===== src/rtl/imem_boot_loader_pkg.sv =====
// Shared definitions for the instruction-memory boot loader.
// Contents: FSM state encodings, the default frame marker and the word address helper.
package imem_boot_loader_pkg;

   typedef logic [2:0] state_t;

   localparam state_t ST_IDLE  = 3'd0;
   localparam state_t ST_LEN0  = 3'd1;
   localparam state_t ST_LEN1  = 3'd2;
   localparam state_t ST_DATA  = 3'd3;
   localparam state_t ST_WRITE = 3'd4;
   localparam state_t ST_CSUM  = 3'd5;
   localparam state_t ST_DONE  = 3'd6;
   localparam state_t ST_ERR   = 3'd7;

   localparam logic [7:0] SYNC_BYTE_DEFAULT = 8'hA5;

   // Byte address of word idx; idx never exceeds DEPTH, so no wrap is possible.
   function automatic logic [31:0] word_addr(input logic [31:0] base, input logic [15:0] idx);
      return base + {14'd0, idx, 2'b00};
   endfunction

endpackage


===== src/rtl/imem_boot_loader_if.sv =====
// Byte-stream receive handshake plus instruction memory write port.
// The host/bench side uses master; the loader uses slave.
interface imem_boot_loader_if;
   logic        rx_valid;
   logic [7:0]  rx_data;
   logic        rx_ready;
   logic        mem_we;
   logic [31:0] mem_addr;
   logic [31:0] mem_wdata;

   modport master (output rx_valid, rx_data, input rx_ready, mem_we, mem_addr, mem_wdata);
   modport slave  (input rx_valid, rx_data, output rx_ready, mem_we, mem_addr, mem_wdata);
endinterface


===== src/rtl/imem_word_assembler.sv =====
// Packs bytes little-endian into 32-bit words and keeps a running XOR of every byte pushed.
// word_o holds the last completed word until the next one completes.
module imem_word_assembler
   import imem_boot_loader_pkg::*;
(
   input  logic        clk_i,
   input  logic        rst_i,
   input  logic        clear_i,
   input  logic        push_i,
   input  logic [7:0]  byte_i,
   output logic        last_lane_o,
   output logic        word_ready_o,
   output logic [31:0] word_o,
   output logic [7:0]  csum_o
);

   logic [1:0]  idx_q;
   logic [23:0] shift_q;
   logic [31:0] word_q;
   logic [7:0]  csum_q;
   logic        ready_q;

   // Lane index, partial word, completed word and checksum.
   always_ff @(posedge clk_i) begin
      if (rst_i) begin
         idx_q   <= 2'd0;
         shift_q <= 24'd0;
         word_q  <= 32'd0;
         csum_q  <= 8'd0;
         ready_q <= 1'b0;
      end else if (clear_i) begin
         idx_q   <= 2'd0;
         shift_q <= 24'd0;
         csum_q  <= 8'd0;
         ready_q <= 1'b0;
      end else if (push_i) begin
         idx_q  <= idx_q + 2'd1;
         csum_q <= csum_q ^ byte_i;
         if (idx_q == 2'd3) begin
            word_q  <= {byte_i, shift_q};
            ready_q <= 1'b1;
         end else begin
            shift_q <= {byte_i, shift_q[23:8]};
            ready_q <= 1'b0;
         end
      end else begin
         ready_q <= 1'b0;
      end
   end

   assign last_lane_o  = (idx_q == 2'd3);
   assign word_ready_o = ready_q;
   assign word_o       = word_q;
   assign csum_o       = csum_q;

endmodule


===== src/rtl/imem_boot_loader.sv =====
// Boot controller: parses SYNC/LEN/data/CSUM frames, writes words into instruction memory,
// and holds the core in reset until an image loads with a matching checksum.
module imem_boot_loader
   import imem_boot_loader_pkg::*;
#(
   parameter int unsigned DEPTH     = 1024,
   parameter logic [31:0] BASE_ADDR = 32'h0000_0000,
   parameter logic [7:0]  SYNC_BYTE = SYNC_BYTE_DEFAULT
) (
   input  logic               clk_i,
   input  logic               rst_i,
   imem_boot_loader_if.slave  bus,
   output logic               cpu_rst_o,
   output logic               load_done_o,
   output logic               load_err_o,
   output logic [15:0]        word_count_o
);

   localparam logic [16:0] DEPTH_W = 17'(DEPTH);

   state_t      state_q, state_d;
   logic [15:0] len_q, len_d;
   logic [15:0] word_count_q, word_count_d;
   logic [31:0] addr_q, addr_d;
   logic        cpu_rst_q, cpu_rst_d;
   logic        done_q, done_d;
   logic        err_q, err_d;
   logic        rx_ready_q, rx_ready_d;

   logic        xfer_s, is_sync_s;
   logic [15:0] len_n_s;
   logic        asm_clear_s, asm_push_s, asm_last_lane_s, asm_ready_s;
   logic [31:0] asm_word_s;
   logic [7:0]  asm_csum_s;

   assign xfer_s    = bus.rx_valid && rx_ready_q;
   assign is_sync_s = (bus.rx_data == SYNC_BYTE);
   assign len_n_s   = {bus.rx_data, len_q[7:0]};

   imem_word_assembler u_asm (
      .clk_i        (clk_i),
      .rst_i        (rst_i),
      .clear_i      (asm_clear_s),
      .push_i       (asm_push_s),
      .byte_i       (bus.rx_data),
      .last_lane_o  (asm_last_lane_s),
      .word_ready_o (asm_ready_s),
      .word_o       (asm_word_s),
      .csum_o       (asm_csum_s)
   );

   // Frame FSM next-state and output decode.
   always_comb begin
      state_d      = state_q;
      len_d        = len_q;
      word_count_d = word_count_q;
      addr_d       = addr_q;
      cpu_rst_d    = cpu_rst_q;
      done_d       = done_q;
      err_d        = err_q;
      asm_clear_s  = 1'b0;
      asm_push_s   = 1'b0;
      case (state_q)
         ST_IDLE, ST_DONE, ST_ERR: begin
            if (xfer_s && is_sync_s) begin
               state_d      = ST_LEN0;
               word_count_d = 16'd0;
               cpu_rst_d    = 1'b1;
               done_d       = 1'b0;
               err_d        = 1'b0;
               asm_clear_s  = 1'b1;
            end else begin
               state_d = state_q;
            end
         end
         ST_LEN0: begin
            if (xfer_s) begin
               len_d   = {8'h00, bus.rx_data};
               state_d = ST_LEN1;
            end else begin
               state_d = state_q;
            end
         end
         ST_LEN1: begin
            if (xfer_s) begin
               len_d = len_n_s;
               if ((len_n_s == 16'd0) || ({1'b0, len_n_s} > DEPTH_W)) begin
                  state_d   = ST_ERR;
                  err_d     = 1'b1;
                  cpu_rst_d = 1'b1;
               end else begin
                  state_d = ST_DATA;
               end
            end else begin
               state_d = state_q;
            end
         end
         ST_DATA: begin
            if (xfer_s) begin
               asm_push_s = 1'b1;
               if (asm_last_lane_s) begin
                  state_d = ST_WRITE;
                  addr_d  = word_addr(BASE_ADDR, word_count_q);
               end else begin
                  state_d = ST_DATA;
               end
            end else begin
               state_d = state_q;
            end
         end
         ST_WRITE: begin
            word_count_d = word_count_q + 16'd1;
            if ((word_count_q + 16'd1) == len_q) begin
               state_d = ST_CSUM;
            end else begin
               state_d = ST_DATA;
            end
         end
         ST_CSUM: begin
            if (xfer_s) begin
               if (bus.rx_data == asm_csum_s) begin
                  state_d   = ST_DONE;
                  done_d    = 1'b1;
                  cpu_rst_d = 1'b0;
               end else begin
                  state_d   = ST_ERR;
                  err_d     = 1'b1;
                  cpu_rst_d = 1'b1;
               end
            end else begin
               state_d = state_q;
            end
         end
         default: begin
            state_d = ST_IDLE;
         end
      endcase
      rx_ready_d = (state_d != ST_WRITE);
   end

   // State and registered outputs.
   always_ff @(posedge clk_i) begin
      if (rst_i) begin
         state_q      <= ST_IDLE;
         len_q        <= 16'd0;
         word_count_q <= 16'd0;
         addr_q       <= BASE_ADDR;
         cpu_rst_q    <= 1'b1;
         done_q       <= 1'b0;
         err_q        <= 1'b0;
         rx_ready_q   <= 1'b1;
      end else begin
         state_q      <= state_d;
         len_q        <= len_d;
         word_count_q <= word_count_d;
         addr_q       <= addr_d;
         cpu_rst_q    <= cpu_rst_d;
         done_q       <= done_d;
         err_q        <= err_d;
         rx_ready_q   <= rx_ready_d;
      end
   end

   assign bus.rx_ready  = rx_ready_q;
   assign bus.mem_we    = asm_ready_s;
   assign bus.mem_addr  = addr_q;
   assign bus.mem_wdata = asm_word_s;
   assign cpu_rst_o     = cpu_rst_q;
   assign load_done_o   = done_q;
   assign load_err_o    = err_q;
   assign word_count_o  = word_count_q;

endmodule

===== src/flat_wrapper.sv =====
// flat-port wrapper written by rule: the top's interface ports become plain ports
module imem_boot_loader_flat import imem_boot_loader_pkg::*;
#(
   parameter int unsigned DEPTH     = 1024,
   parameter logic [31:0] BASE_ADDR = 32'h0000_0000,
   parameter logic [7:0]  SYNC_BYTE = SYNC_BYTE_DEFAULT
)
  (clk_i, rst_i, cpu_rst_o, load_done_o, load_err_o, word_count_o, bus_rx_valid, bus_rx_data, bus_rx_ready, bus_mem_we, bus_mem_addr, bus_mem_wdata);
  imem_boot_loader_if bus_i ();
  input  logic clk_i;
  input  logic rst_i;
  output logic cpu_rst_o;
  output logic load_done_o;
  output logic load_err_o;
  output logic [15:0] word_count_o;
  input wire logic [$bits(bus_i.rx_valid)-1:0] bus_rx_valid;
  input wire logic [$bits(bus_i.rx_data)-1:0] bus_rx_data;
  output wire logic [$bits(bus_i.rx_ready)-1:0] bus_rx_ready;
  output wire logic [$bits(bus_i.mem_we)-1:0] bus_mem_we;
  output wire logic [$bits(bus_i.mem_addr)-1:0] bus_mem_addr;
  output wire logic [$bits(bus_i.mem_wdata)-1:0] bus_mem_wdata;
  assign bus_i.rx_valid = bus_rx_valid;
  assign bus_i.rx_data = bus_rx_data;
  assign bus_rx_ready = bus_i.rx_ready;
  assign bus_mem_we = bus_i.mem_we;
  assign bus_mem_addr = bus_i.mem_addr;
  assign bus_mem_wdata = bus_i.mem_wdata;
  imem_boot_loader #(.DEPTH(DEPTH), .BASE_ADDR(BASE_ADDR), .SYNC_BYTE(SYNC_BYTE)) u_core (.clk_i(clk_i), .rst_i(rst_i), .bus(bus_i), .cpu_rst_o(cpu_rst_o), .load_done_o(load_done_o), .load_err_o(load_err_o), .word_count_o(word_count_o));
endmodule

===== config.mk =====
export PLATFORM = sky130hd
export DESIGN_NAME = imem_boot_loader_flat
export DESIGN_NICKNAME = d
export VERILOG_FILES = /design/src/rtl/imem_boot_loader_pkg.sv /design/src/rtl/imem_boot_loader_if.sv /design/src/rtl/imem_word_assembler.sv /design/src/rtl/imem_boot_loader.sv /design/src/flat_wrapper.sv
export SDC_FILE = /design/constraint.sdc
export NUM_CORES = 1
export LEC_CHECK = 0
export BUFFER_PORTS_ARGS = -buffer_cell sky130_fd_sc_hd__clkbuf_2
export CORE_MARGIN = 1
export CORE_UTILIZATION = 30
export CTS_BUF_LIST = sky130_fd_sc_hd__clkbuf_16
export DETAILED_ROUTE_END_ITERATION = 16
export SYNTH_ARGS = -nofsm -noshare
export SYNTH_HDL_FRONTEND = slang
export SYNTH_SLANG_ARGS = --single-unit

===== constraint.sdc =====
create_clock -name clk_i -period 7.3 [get_ports clk_i]
set_clock_uncertainty 0.2 [all_clocks]
set_input_delay 0.365 -clock clk_i [delete_from_list [all_inputs] [get_ports clk_i]]
set_output_delay 0.365 -clock clk_i [all_outputs]
set_load 0.1 [all_outputs]

## Yosys cells after proc, flatten, opt, wreduce, memory -nomap -nowiden

Cells that the tools add are included.

| cells by class | value |
|---|---|
| add/subtract/negate cells | 2 |
| magnitude comparators | 1 |
| equal/unequal tests | 19 |
| mux-type cells | 33 |
| bitwise gates (word level) | 5 |
| reductions and logical operators | 21 |

Operators by type and width:

| kind | count |
|---|---|
| $pmux 16 s2 | 2 |
| $mux 16 | 3 |
| $mux 3 | 8 |
| $pmux 3 s6 | 1 |
| $add 16x1->16 const B | 1 |
| $eq 16x16->1 | 1 |
| $gt 16x11->1 const B | 1 |
| $logic_not 16->1 | 1 |
| $mux 1 | 16 |
| $eq 3x3->1 const B | 4 |
| $ne 2x1->1 const B | 6 |
| $reduce_and 3->1 | 4 |
| $eq 8x8->1 | 1 |
| $eq 8x8->1 const B | 1 |
| $xor 8x8->8 | 1 |
| $eq 3x2->1 const B | 2 |
| $pmux 1 s3 | 2 |
| $reduce_and 6->1 | 1 |
| $reduce_bool 2->1 | 3 |
| $reduce_or 3->1 | 2 |
| $reduce_and 5->1 | 1 |
| $not 1->1 | 4 |
| $reduce_and 2->1 | 2 |
| $reduce_and 4->1 | 1 |
| 11 further kinds | 12 |

| word-level totals | value |
|---|---|
| register bits | 122 |
| input port bits | 11 |
| output and inout bits | 85 |
| word-level logic and storage cells | 95 |

## Logic depth before layout (Yosys ltp)

Gate-level depths: netlist of run 1.

| logic depth | value |
|---|---|
| depth in word-level cells | 6 |
| gate-level depth with buffers | 9 |
| depth with buffers taken out | 7 |

## Hierarchy

A second synthesis of run 1 with hierarchy kept.

| unflattened totals | value |
|---|---|
| cells, all modules | 714 |
| area, all modules | 5660.4 µm² |

By module, submodules not included:

| module | instances | cells each | area each (µm²) | sequential area each (µm²) |
|---|---|---|---|---|
| imem_boot_loader | 1 | 421 | 3149.3 | 1101.1 |
| imem_word_assembler | 1 | 293 | 2511.2 | 1341.3 |

## Worst setup path before layout of run 1

Ideal clock, no wire load.

| timing path | value |
|---|---|
| path kind | register to register |
| from | register u_core.word_count_q[1], in the netlist u_core.word_count_o[1] |
| to | register u_core.state_q[1] |
| data arrival time | 3.129 ns |
| data required time | 6.966 ns |
| setup slack | 3.837 ns |
| stages on the path, launching flop included | 8 |
| path buffers | 0 |
| clock period less this slack | 3.463 ns |
| cells stage by stage | dfxtp_1 ha_1 nand4_1 nor4_1 mux2_2 a211o_1 nor4_2 o22ai_1 |

| between the ends | value |
|---|---|
| longest elaborated chain between the ends | 4 |

Ends and longest elaborated chain:

| item | RTL line | RTL |
|---|---|---|
| start, declared | imem_boot_loader.sv:23 | `logic [15:0] word_count_q, word_count_d;` |
| start signal, assigned | imem_boot_loader.sv:155 | `word_count_q <= word_count_d;` |
| $add 16x1->16 | imem_boot_loader.sv:113 | `if ((word_count_q + 16'd1) == len_q) begin` |
| $eq 16x16->1 | imem_boot_loader.sv:113 |  |
| $mux 3 | imem_boot_loader.sv:113 |  |
| $pmux 3 s6 | imem_boot_loader.sv:63 | `case (state_q)` |
| end signal, assigned | imem_boot_loader.sv:153 | `state_q <= state_d;` |
| end, declared | imem_boot_loader.sv:21 | `state_t state_q, state_d;` |

No other way between the ends.
A chain may end at the register's enable or synchronous reset.

## Final worst setup path of run 1

| timing path | value |
|---|---|
| from | register u_core.word_count_q[0], in the netlist u_core.word_count_o[0] |
| to | register u_core.state_q[1] |

The elaborated chain is that of the path after synthesis.

==> impl_metrics.json, run 1 <==
{
  "synth_flop_cell": "dfxtp_1",
  "ys_ff_latch": 122,
  "synth_cell_types": 59,
  "cap_violations": 0,
  "report.final.slew_viol_count": 0,
  "ys_seq_area_frac": 0.449,
  "die_h_microns": 137,
  "firstDrtPassIters": 5,
  "drt-initial-drc-count": 322,
  "dpl.hpwl_mm": 9.58,
  "worst_hold_slack_ns": 0.123,
  "n_antenna_cell": 0,
  "powerDensity_mw_per_mm2": 239,
  "grt_overflow_total": 0,
  "setup-tns-final_ns": 0,
  "layout_common_cells": "nand2_1, dfxtp_1, a21oi_1",
  "final-setup-viol-count": 0,
  "tightest_slew_ns": 1.19,
  "h-tree-depth": 4,
  "clock_path_buffers": 2,
  "worstRegToRegCells": 7,
  "leakage_nw": 2.31,
  "grt_pass1_wl_mm": 22.6,
  "end_kind": "flip-flop",
  "crit_path_cell_trace": "ha_1 > nand4_1 > nor4_1 > mux2_2 > a211o_1 > nor4_2 > o22ai_1",
  "hold_buffers": 0,
  "wirelength_mm": 14.3,
  "holdPathStages": 3,
  "clkLatencyLatePin_ns": 0.41,
  "drive_gt1_frac": 0.171,
  "syn_area_per_cell_sq_um": 7.93,
  "synth_top_family_by_area": "simple AND/OR/NAND/NOR gates",
  "crit_fanout": 9,
  "initial_utilization": 0.311,
  "gp_congestion": 0.818,
  "ios": 96,
  "nNetsFinal": 745,
  "fin_crit_sh": 0.462,
  "r2r_start": "u_core.word_count_o[0]",
  "relSlewSlack": 0.206,
  "rsz0062_at_grt": "no",
  "yosys_warnings": 0,
  "yosys.area_share.simple": 0.253,
  "clock-sinks": 122,
  "max_stage_delay_ns": 0.63,
  "worstHoldStart": "bus_rx_data[6]",
  "synth_edf_count": 0,
  "std_cell_rows": 48,
  "ir_worst_vdd_uv": 160,
  "cp.required_ns": 7.35,
  "antenna_found_initial": 0,
  "post_cts_buffers": 0,
  "timing.rr.end": "u_core.state_q[1]",
  "grt_pass1_vias": 4309,
  "synth_compound_area_frac": 0.143,
  "ant_nets": 0,
  "hold_class": "in -> reg",
  "fmax_mhz": 297,
  "placeableCoreArea_sq_mm": 0.0175,
  "sw_frac_of_total": 0.237,
  "drc_errors": 0,
  "critical_path.slowest_cell": "nor4_1",
  "avgRoutedWirePerCell_microns": 14.7,
  "grt_max_degree": 83,
  "dr_total_vias": 4666,
  "io_buffer_count": 79,
  "cts-resized-gates": 0,
  "cts_buffers": 17,
  "status": "finished clean",
  "arrival_ns": 3.42,
  "combPwrFrac": 0.046,
  "die_x_microns": 137,
  "seq_power_share": 0.436,
  "internal_power_mw": 1.17,
  "area_delta_synth_final_pct": 17.8,
  "netlist_area_sq_mm": 0.00544,
  "start_kind": "flip-flop",
  "clk_pin_slew_ns": 0.06,
  "min_to": "u_core.u_asm.shift_q[22]",
  "grt_usage": 0.158,
  "r2r_slack_ns": 3.93,
  "syn_inst": 686,
  "synthArstFlopShare": 0,
  "root_buffer": "clkbuf_16",
  "vias_per_cell": 4.82,
  "path_class": "reg -> reg",
  "hold_viol": 0,
  "synthAdderAreaFrac": 0.00460,
  "final_common_cell": "nand2_1",
  "p_switching_uw": 364,
  "cts_tree": "built",
  "final.min_clock_period_ns": 3.37,
  "clockPowerShare": 0.518,
  "die-area_sq_mm": 0.0187,
  "synth_mux_area_frac": 0.0207,
  "synthXorXnorAreaFrac": 0.0596
}
final cells by class:
type	instances	area (sq um)
clock buffer	17	425
clock inverter	14	135
fill	1829	11100
inverter	4	15.0
multi-input combinational	504	2690
sequential	122	2440
tap	225	282
timing repair buffer	83	425
registers in the layout, indices dropped and copies added (netlist names):
name and flops:
u_core.bus.mem_addr 16, u_core.bus.rx_ready 1, u_core.cpu_rst_o 1, u_core.len_q 16, u_core.load_done_o 1, u_core.load_err_o 1
u_core.state_q 3, u_core.u_asm.csum_o 8, u_core.u_asm.idx_q 2, u_core.u_asm.shift_q 24, u_core.u_asm.word_o 32, u_core.u_asm.word_ready_o 1
u_core.word_count_o 16
cells by family after synthesis:
logic type               after synthesis
AO/OA/AOI/OAI                        139
XOR/XNOR                              37
other                                  1
multiplexers                          11
flip-flops                           122
adder cells (fa/ha/maj)                2
AND/OR/NAND/NOR                      299
buffers and inverters                 75
cell usage after synthesis (3+ instances only):
master / n / share of area
and2_1: 4 / 0.0046
nor2b_1: 3 / 0.0035
buf_2: 10 / 0.0092
inv_1: 3 / 0.0021
buf_4: 16 / 0.022
nand4_1: 8 / 0.0092
nor4_1: 8 / 0.0092
nor2_1: 52 / 0.036
and3_1: 3 / 0.0035
mux2i_1: 9 / 0.017
o21a_1: 3 / 0.0041
nand2_1: 174 / 0.12
nand3_1: 6 / 0.0055
or3_1: 7 / 0.0080
a22oi_1: 9 / 0.012
a21oi_1: 95 / 0.087
o21ai_1: 6 / 0.0055
xnor2_1: 23 / 0.037
xor2_1: 14 / 0.023
o21ai_0: 10 / 0.0092
nand3b_1: 4 / 0.0055
buf_6: 3 / 0.0062
nor3_1: 10 / 0.0092
or2_2: 3 / 0.0035
buf_1: 3 / 0.0021
dfxtp_1: 122 / 0.45
clkbuf_1: 38 / 0.026
routing by layer:
| metal | vias to the layer above | wire length, microns | global-route usage |
|---|---|---|---|
| li1 | 2371 | - | - |
| met1 | 2186 | 6980 | 0.215 |
| met2 | 98 | 6490 | 0.241 |
| met3 | 11 | 631 | 0.0348 |
| met4 | 0 | 168 | 0.0605 |
| met5 | - | 0 | 0 |
critical path, delay by kind of cell (launching register included):
kind	cells	cell delay [ns]
muxes	1	0.40
and+or+nand+nor	3	1.30
adders and majority gates	1	0.37
AOI/OAI and AO/OA	2	0.39
DFF	1	0.56
per-stage QoR:
| step | cell area, sq um | instances | power [mW] | setup WS, ns | utilization |
|---|---|---|---|---|---|
| 2_1_floorplan | 5500 | 701 | 0.750 | 3.84 | - |
| 3_3_place_gp | 5850 | 938 | 0.754 | 3.97 | 0.335 |
| 3_5_place_dp | 5850 | 938 | 0.754 | 3.97 | 0.335 |
| 4_1_cts | 6410 | 969 | 1.55 | 3.97 | 0.367 |
| 5_1_grt | 6410 | 969 | 1.58 | 3.74 | 0.367 |
| 6_report | 6410 | 969 | 1.53 | 3.93 | 0.367 |
how the worst max path moves through the flow:
| stage | to | slack, ns | start |
|---|---|---|---|
| after floorplan | u_core.state_q[1] | 3.84 | u_core.word_count_o[1] |
| after global placement | u_core.state_q[1] | 3.97 | u_core.word_count_o[0] |
| after detailed placement | u_core.state_q[1] | 3.97 | u_core.word_count_o[0] |
| after CTS | u_core.state_q[1] | 3.97 | u_core.word_count_o[0] |
| after global routing | u_core.state_q[1] | 3.74 | u_core.word_count_o[0] |
| final | u_core.state_q[1] | 3.93 | u_core.word_count_o[0] |
power groups by stage:
stage,Combinational (mW),Clock (mW),Sequential (mW)
floorplan,0.0669,0,0.683
global placement,0.0709,0,0.683
detailed placement,0.0708,0,0.683
CTS,0.0709,0.811,0.669
global route,0.0746,0.834,0.668
finish,0.0707,0.795,0.669
Power figures use the tool's default switching activity.
==> inputs of run 2 (changes only) <==
clock period = 3.4 ns   (was 7.3 ns; I/O delays follow)
==> run 2 against run 1 <==
Wire length is 0.59% higher. Global-route usage is 0.31 points higher. Largest cell class unchanged. Core utilization is 0.59 points higher. Setup slack worse by 3.6 ns.
==> impl_metrics.json, run 2 (same netlist as run 1, synthesis figures left out) <==
{
  "die_h_microns": 137,
  "tightest_slew_ns": 0.936,
  "io_buffer_count": 79,
  "cts_tree": "built",
  "final_area_sq_mm": 0.00651,
  "hold_class": "in -> reg",
  "drc_errors": 0,
  "clk_pin_slew_ns": 0.05,
  "end_kind": "flip-flop",
  "placeableCoreArea_sq_mm": 0.0175,
  "final.min_clock_period_ns": 3.02,
  "status": "finished clean",
  "grt_max_degree": 82,
  "wirelength_mm": 14.4,
  "clock_path_buffers": 2,
  "final-setup-viol-count": 0,
  "h-tree-depth": 4,
  "ant_nets": 0,
  "grt_pass1_wl_mm": 23.1,
  "report.final.slew_viol_count": 0,
  "avgRoutedWirePerCell_microns": 14.7,
  "fmax_mhz": 331,
  "crit_fanout": 7,
  "final_common_cell": "nand2_1",
  "startpoint": "u_core.word_count_o[1]",
  "fin_crit_sh": 0.889,
  "grt_pass1_vias": 4290,
  "holdPathStages": 3,
  "root_buffer": "clkbuf_16",
  "initial_utilization": 0.311,
  "ios": 96,
  "antenna_found_initial": 0,
  "grt_overflow_total": 0,
  "cp.required_ns": 3.45,
  "n_antenna_cell": 0,
  "dpl.hpwl_mm": 9.70,
  "clock-sinks": 122,
  "worstRegToRegCells": 7,
  "worst_hold_slack_ns": 0.0264,
  "hold_viol": 0,
  "cts_buffers": 17,
  "path_class": "reg -> reg",
  "layout_common_cells": "nand2_1, dfxtp_1, a21oi_1",
  "setup-tns-final_ns": 0,
  "post_cts_buffers": 0,
  "firstDrtPassIters": 5,
  "largest_reg_flops": 32,
  "r2r_slack_ns": 0.38,
  "arrival_ns": 3.08,
  "ir_worst_vdd_uv": 346,
  "worstHoldStart": "bus_rx_data[1]",
  "drive_gt1_frac": 0.171,
  "vias_per_cell": 4.86,
  "std_cell_rows": 48,
  "nNetsFinal": 757,
  "die-area_sq_mm": 0.0187,
  "gp_congestion": 0.884,
  "dpl_cell_area_sq_mm": 0.00588,
  "rsz0062_at_grt": "no",
  "dr_total_vias": 4757,
  "relSlewSlack": 0.376,
  "leakage_nw": 2.36,
  "fin_cells": 978,
  "r2r_start": "u_core.word_count_o[1]",
  "cap_violations": 0,
  "start_kind": "flip-flop",
  "drt-initial-drc-count": 323,
  "die_x_microns": 137,
  "powerDensity_mw_per_mm2": 512,
  "grt_usage": 0.161,
  "clkLatencyLatePin_ns": 0.41,
  "area_delta_synth_final_pct": 19.7,
  "dp_cells": 942
}
-- run 2: through the flow --
step,util,worst slack (ns),power (mW)
after floorplan,-,0.0372,1.61
after global placement,0.336,0.568,1.62
after detailed placement,0.336,0.451,1.62
after CTS,0.373,0.437,3.37
after global routing,0.373,0.172,3.44
final,0.373,0.378,3.33
-- run 2: path summary, 6_finish.rpt --
path / to
worst max-delay path: u_core.state_q[1]
worst min-delay path: u_core.u_asm.shift_q[17]
worst max register to register: u_core.state_q[1]
worst min register to register: u_core.u_asm.word_o[0]
-- run 2: routing by layer --
metal  vias to the layer above  GRT usage  part of all wire
met3                        23     0.0456             0.055
met4                         0     0.0605             0.015
li1                       2383          -                 -
met2                       120      0.243              0.46
met1                      2231      0.216              0.48
met5                         -          0                 0
-- run 2: timing repair --
item,4_1_cts,5_1_grt
gates resized for setup,0,0
hold buffers,8,0
endpoints found under the hold margin,18,0
-- run 2: power breakdown --
part	total [mW]	internal (mW)	switching, mW
clock network	1.73	1.12	0.614
logic	0.161	0.0257	0.135
registers	1.44	1.43	0.00330
-- run 2: final cells by class --
class                      instances  area [sq um]
inverter                           4          15.0
fill                            1829         11000
tap                              225           282
multi-input combinational        504          2680
clock inverter                    11           133
timing repair buffer              95           536
sequential                       122          2440
clock buffer                      17           425
-- run 2: critical path, stage by stage (launching register included) --
cell	delay, ns
dfxtp_2	0.40
ha_1	0.30
nand4_1	0.26
nor4_1	0.58
mux2_2	0.39
a211o_1	0.23
nor4_2	0.36
o22ai_1	0.14
==> inputs of run 3 (changes only) <==
ABC_AREA = 1   (was not set)
==> run 3 against run 2 <==
Final cell count rose by 15%. First-iteration DRC count rose by 21%. Highest routed layer unchanged. Largest cell class unchanged. Critical path type unchanged. Non-clock buffer count did not move.
==> impl_metrics.json, run 3 <==
{
  "dr_total_vias": 5305,
  "hold_viol": 0,
  "setup-tns-final_ns": 0,
  "grt_pass1_wl_mm": 25.1,
  "ys_seq_area_frac": 0.434,
  "worstHoldStart": "bus_rx_valid",
  "n_antenna_cell": 0,
  "final_area_sq_mm": 0.00679,
  "leakage_nw": 2.93,
  "placeableCoreArea_sq_mm": 0.0181,
  "tightest_slew_ns": 0.783,
  "h-tree-depth": 4,
  "netlist_area_sq_mm": 0.00563,
  "synth_flop_cell": "dfxtp_1",
  "ios": 96,
  "std_cell_rows": 49,
  "final_common_cell": "nand2_1",
  "gp_congestion": 0.881,
  "cp.required_ns": 3.55,
  "final.min_clock_period_ns": 2.40,
  "grt_usage": 0.163,
  "die-area_sq_mm": 0.0193,
  "holdPathStages": 5,
  "start_kind": "flip-flop",
  "dpl.hpwl_mm": 10.4,
  "cts_tree": "built",
  "synth_most_common_cell": "nand2_1",
  "die_h_microns": 139,
  "ant_nets": 0,
  "wirelength_mm": 15.2,
  "crit_path_cell_trace": "inv_1 > nor2_1 > inv_1 > nor2_1 > inv_2 > nor2_4 > inv_2 > nor2_4 > buf_4 > o21ai_0 > a21oi_1",
  "final-setup-viol-count": 0,
  "synth_top_area_share": 0.434,
  "dpl_cell_area_sq_mm": 0.00616,
  "area_delta_synth_final_pct": 20.7,
  "clkLatencyLatePin_ns": 0.42,
  "sw_frac_of_total": 0.309,
  "ys_top_cells_by_count": "nand2_1, dfxtp_1, a21oi_1",
  "grt_max_degree": 57,
  "cts_buffers": 17,
  "powerDensity_mw_per_mm2": 560,
  "end_kind": "flip-flop",
  "crit_fanout": 56,
  "drt-initial-drc-count": 392,
  "antenna_found_initial": 0,
  "r2r_slack_ns": 1.0,
  "clk_pin_slew_ns": 0.06,
  "worst_slack_ns": 0.998,
  "internal_power_mw": 2.63,
  "synth_edf_count": 0,
  "r2r_start": "u_core.state_q[1]",
  "synthTopCellsByArea": "dfxtp_1, nand2_1, a21oi_1",
  "power.total_mw": 3.81,
  "syn_area_per_cell_sq_um": 7.01,
  "report.final.slew_viol_count": 0,
  "critical_path.slowest_cell": "buf_4",
  "die_x_microns": 139,
  "clock_path_buffers": 2,
  "combPwrFrac": 0.153,
  "p_switching_mw": 1.18,
  "syn_inst": 803,
  "largest_reg_flops": 32,
  "max_stage_delay_ns": 0.50,
  "initial_utilization": 0.310,
  "nNetsFinal": 897,
  "cts-resized-gates": 0,
  "worst_hold_slack_ns": 0.155,
  "ir_worst_vdd_uv": 412,
  "fin_crit_sh": 0.706,
  "ys_ff_latch": 122,
  "yosys_warnings": 0,
  "root_buffer": "clkbuf_16",
  "dp_cells": 1086,
  "drive_gt1_frac": 0.169,
  "rsz0062_at_grt": "no",
  "worstRegToRegCells": 11,
  "firstDrtPassIters": 7,
  "fmax_mhz": 416,
  "synth_cell_types": 32,
  "timing.rr.end": "u_core.bus.mem_addr[14]",
  "path_class": "reg -> reg",
  "avgRoutedWirePerCell_microns": 13.5,
  "arrival_ns": 2.55,
  "status": "finished clean",
  "clock-sinks": 122,
  "grt_pass1_vias": 4959,
  "fin_util": 0.374,
  "io_buffer_count": 79,
  "drc_errors": 0,
  "seq_power_share": 0.402,
  "fin_cells": 1125,
  "cap_violations": 0,
  "min_to": "u_core.len_q[9]",
  "vias_per_cell": 4.72,
  "place_ws_ns": 1.04,
  "hold_class": "in -> reg",
  "synth_top_area_cell": "dfxtp_1",
  "relSlewSlack": 0.477,
  "synthArstFlopShare": 0,
  "layout_common_cells": "nand2_1, dfxtp_1, a21oi_1",
  "grt_overflow_total": 0,
  "clockPowerShare": 0.445
}
-- run 3: final cells by class --
cell class	instances	area [sq um]
Fill cell	1922	11400
Multi-Input combinational cell	579	2720
Sequential cell	122	2440
Timing Repair Buffer	95	536
Clock buffer	17	425
Tap cell	229	287
Inverter	69	259
Clock inverter	14	123
-- run 3: per-layer routing --
layer,up-vias,track usage,routed length (microns)
met3,22,0.0439,685
li1,2747,-,-
met1,2409,0.219,7490
met2,127,0.251,6800
met4,0,0.0585,253
met5,-,0,0
-- run 3: power by group through the flow --
stage                     Clock, mW  Sequential [mW]  Combinational (mW)
after floorplan                   0             1.63               0.392
after global placement            0             1.56               0.575
after detailed placement          0             1.56               0.576
after CTS                      1.72             1.53               0.585
after global routing           1.79             1.54               0.651
final                          1.69             1.53               0.583
-- run 3: how the worst max path moves through the flow --
| stage | endpoint | from | depth (start not counted) |
|---|---|---|---|
| 2_1_floorplan | u_core.state_q[1] | u_core.word_count_o[1] | 14 |
| 3_3_place_gp | u_core.state_q[1] | u_core.word_count_o[1] | 14 |
| 3_5_place_dp | u_core.state_q[1] | u_core.word_count_o[1] | 14 |
| 4_1_cts | u_core.state_q[1] | u_core.word_count_o[1] | 14 |
| 5_1_grt | u_core.bus.mem_addr[10] | u_core.state_q[1] | 11 |
| 6_report | u_core.bus.mem_addr[14] | u_core.state_q[1] | 11 |
-- run 3: cells by family after synthesis --
group	after synthesis	synth area share
flops	122	0.434
xor+xnor	9	0.0140
fa+ha+maj	2	0.00444
simple gates	393	0.311
other cells	1	0.000666
compound gates	159	0.143
buf+inv	117	0.0927
-- run 3: repair_timing --
| action | 4_1_cts | 5_1_grt |
|---|---|---|
| buffers inserted | 0 | 0 |
| hold endpoints to repair | 26 | 0 |
| hold buffers | 8 | 0 |
-- run 3: critical path: cells and delay by family, from the launching register on --
kind	cells	cell delay (ns)
buffers and inverters	5	0.82
AO/OA/AOI/OAI	2	0.29
AND/OR/NAND/NOR	4	0.59
flip-flops	1	0.38
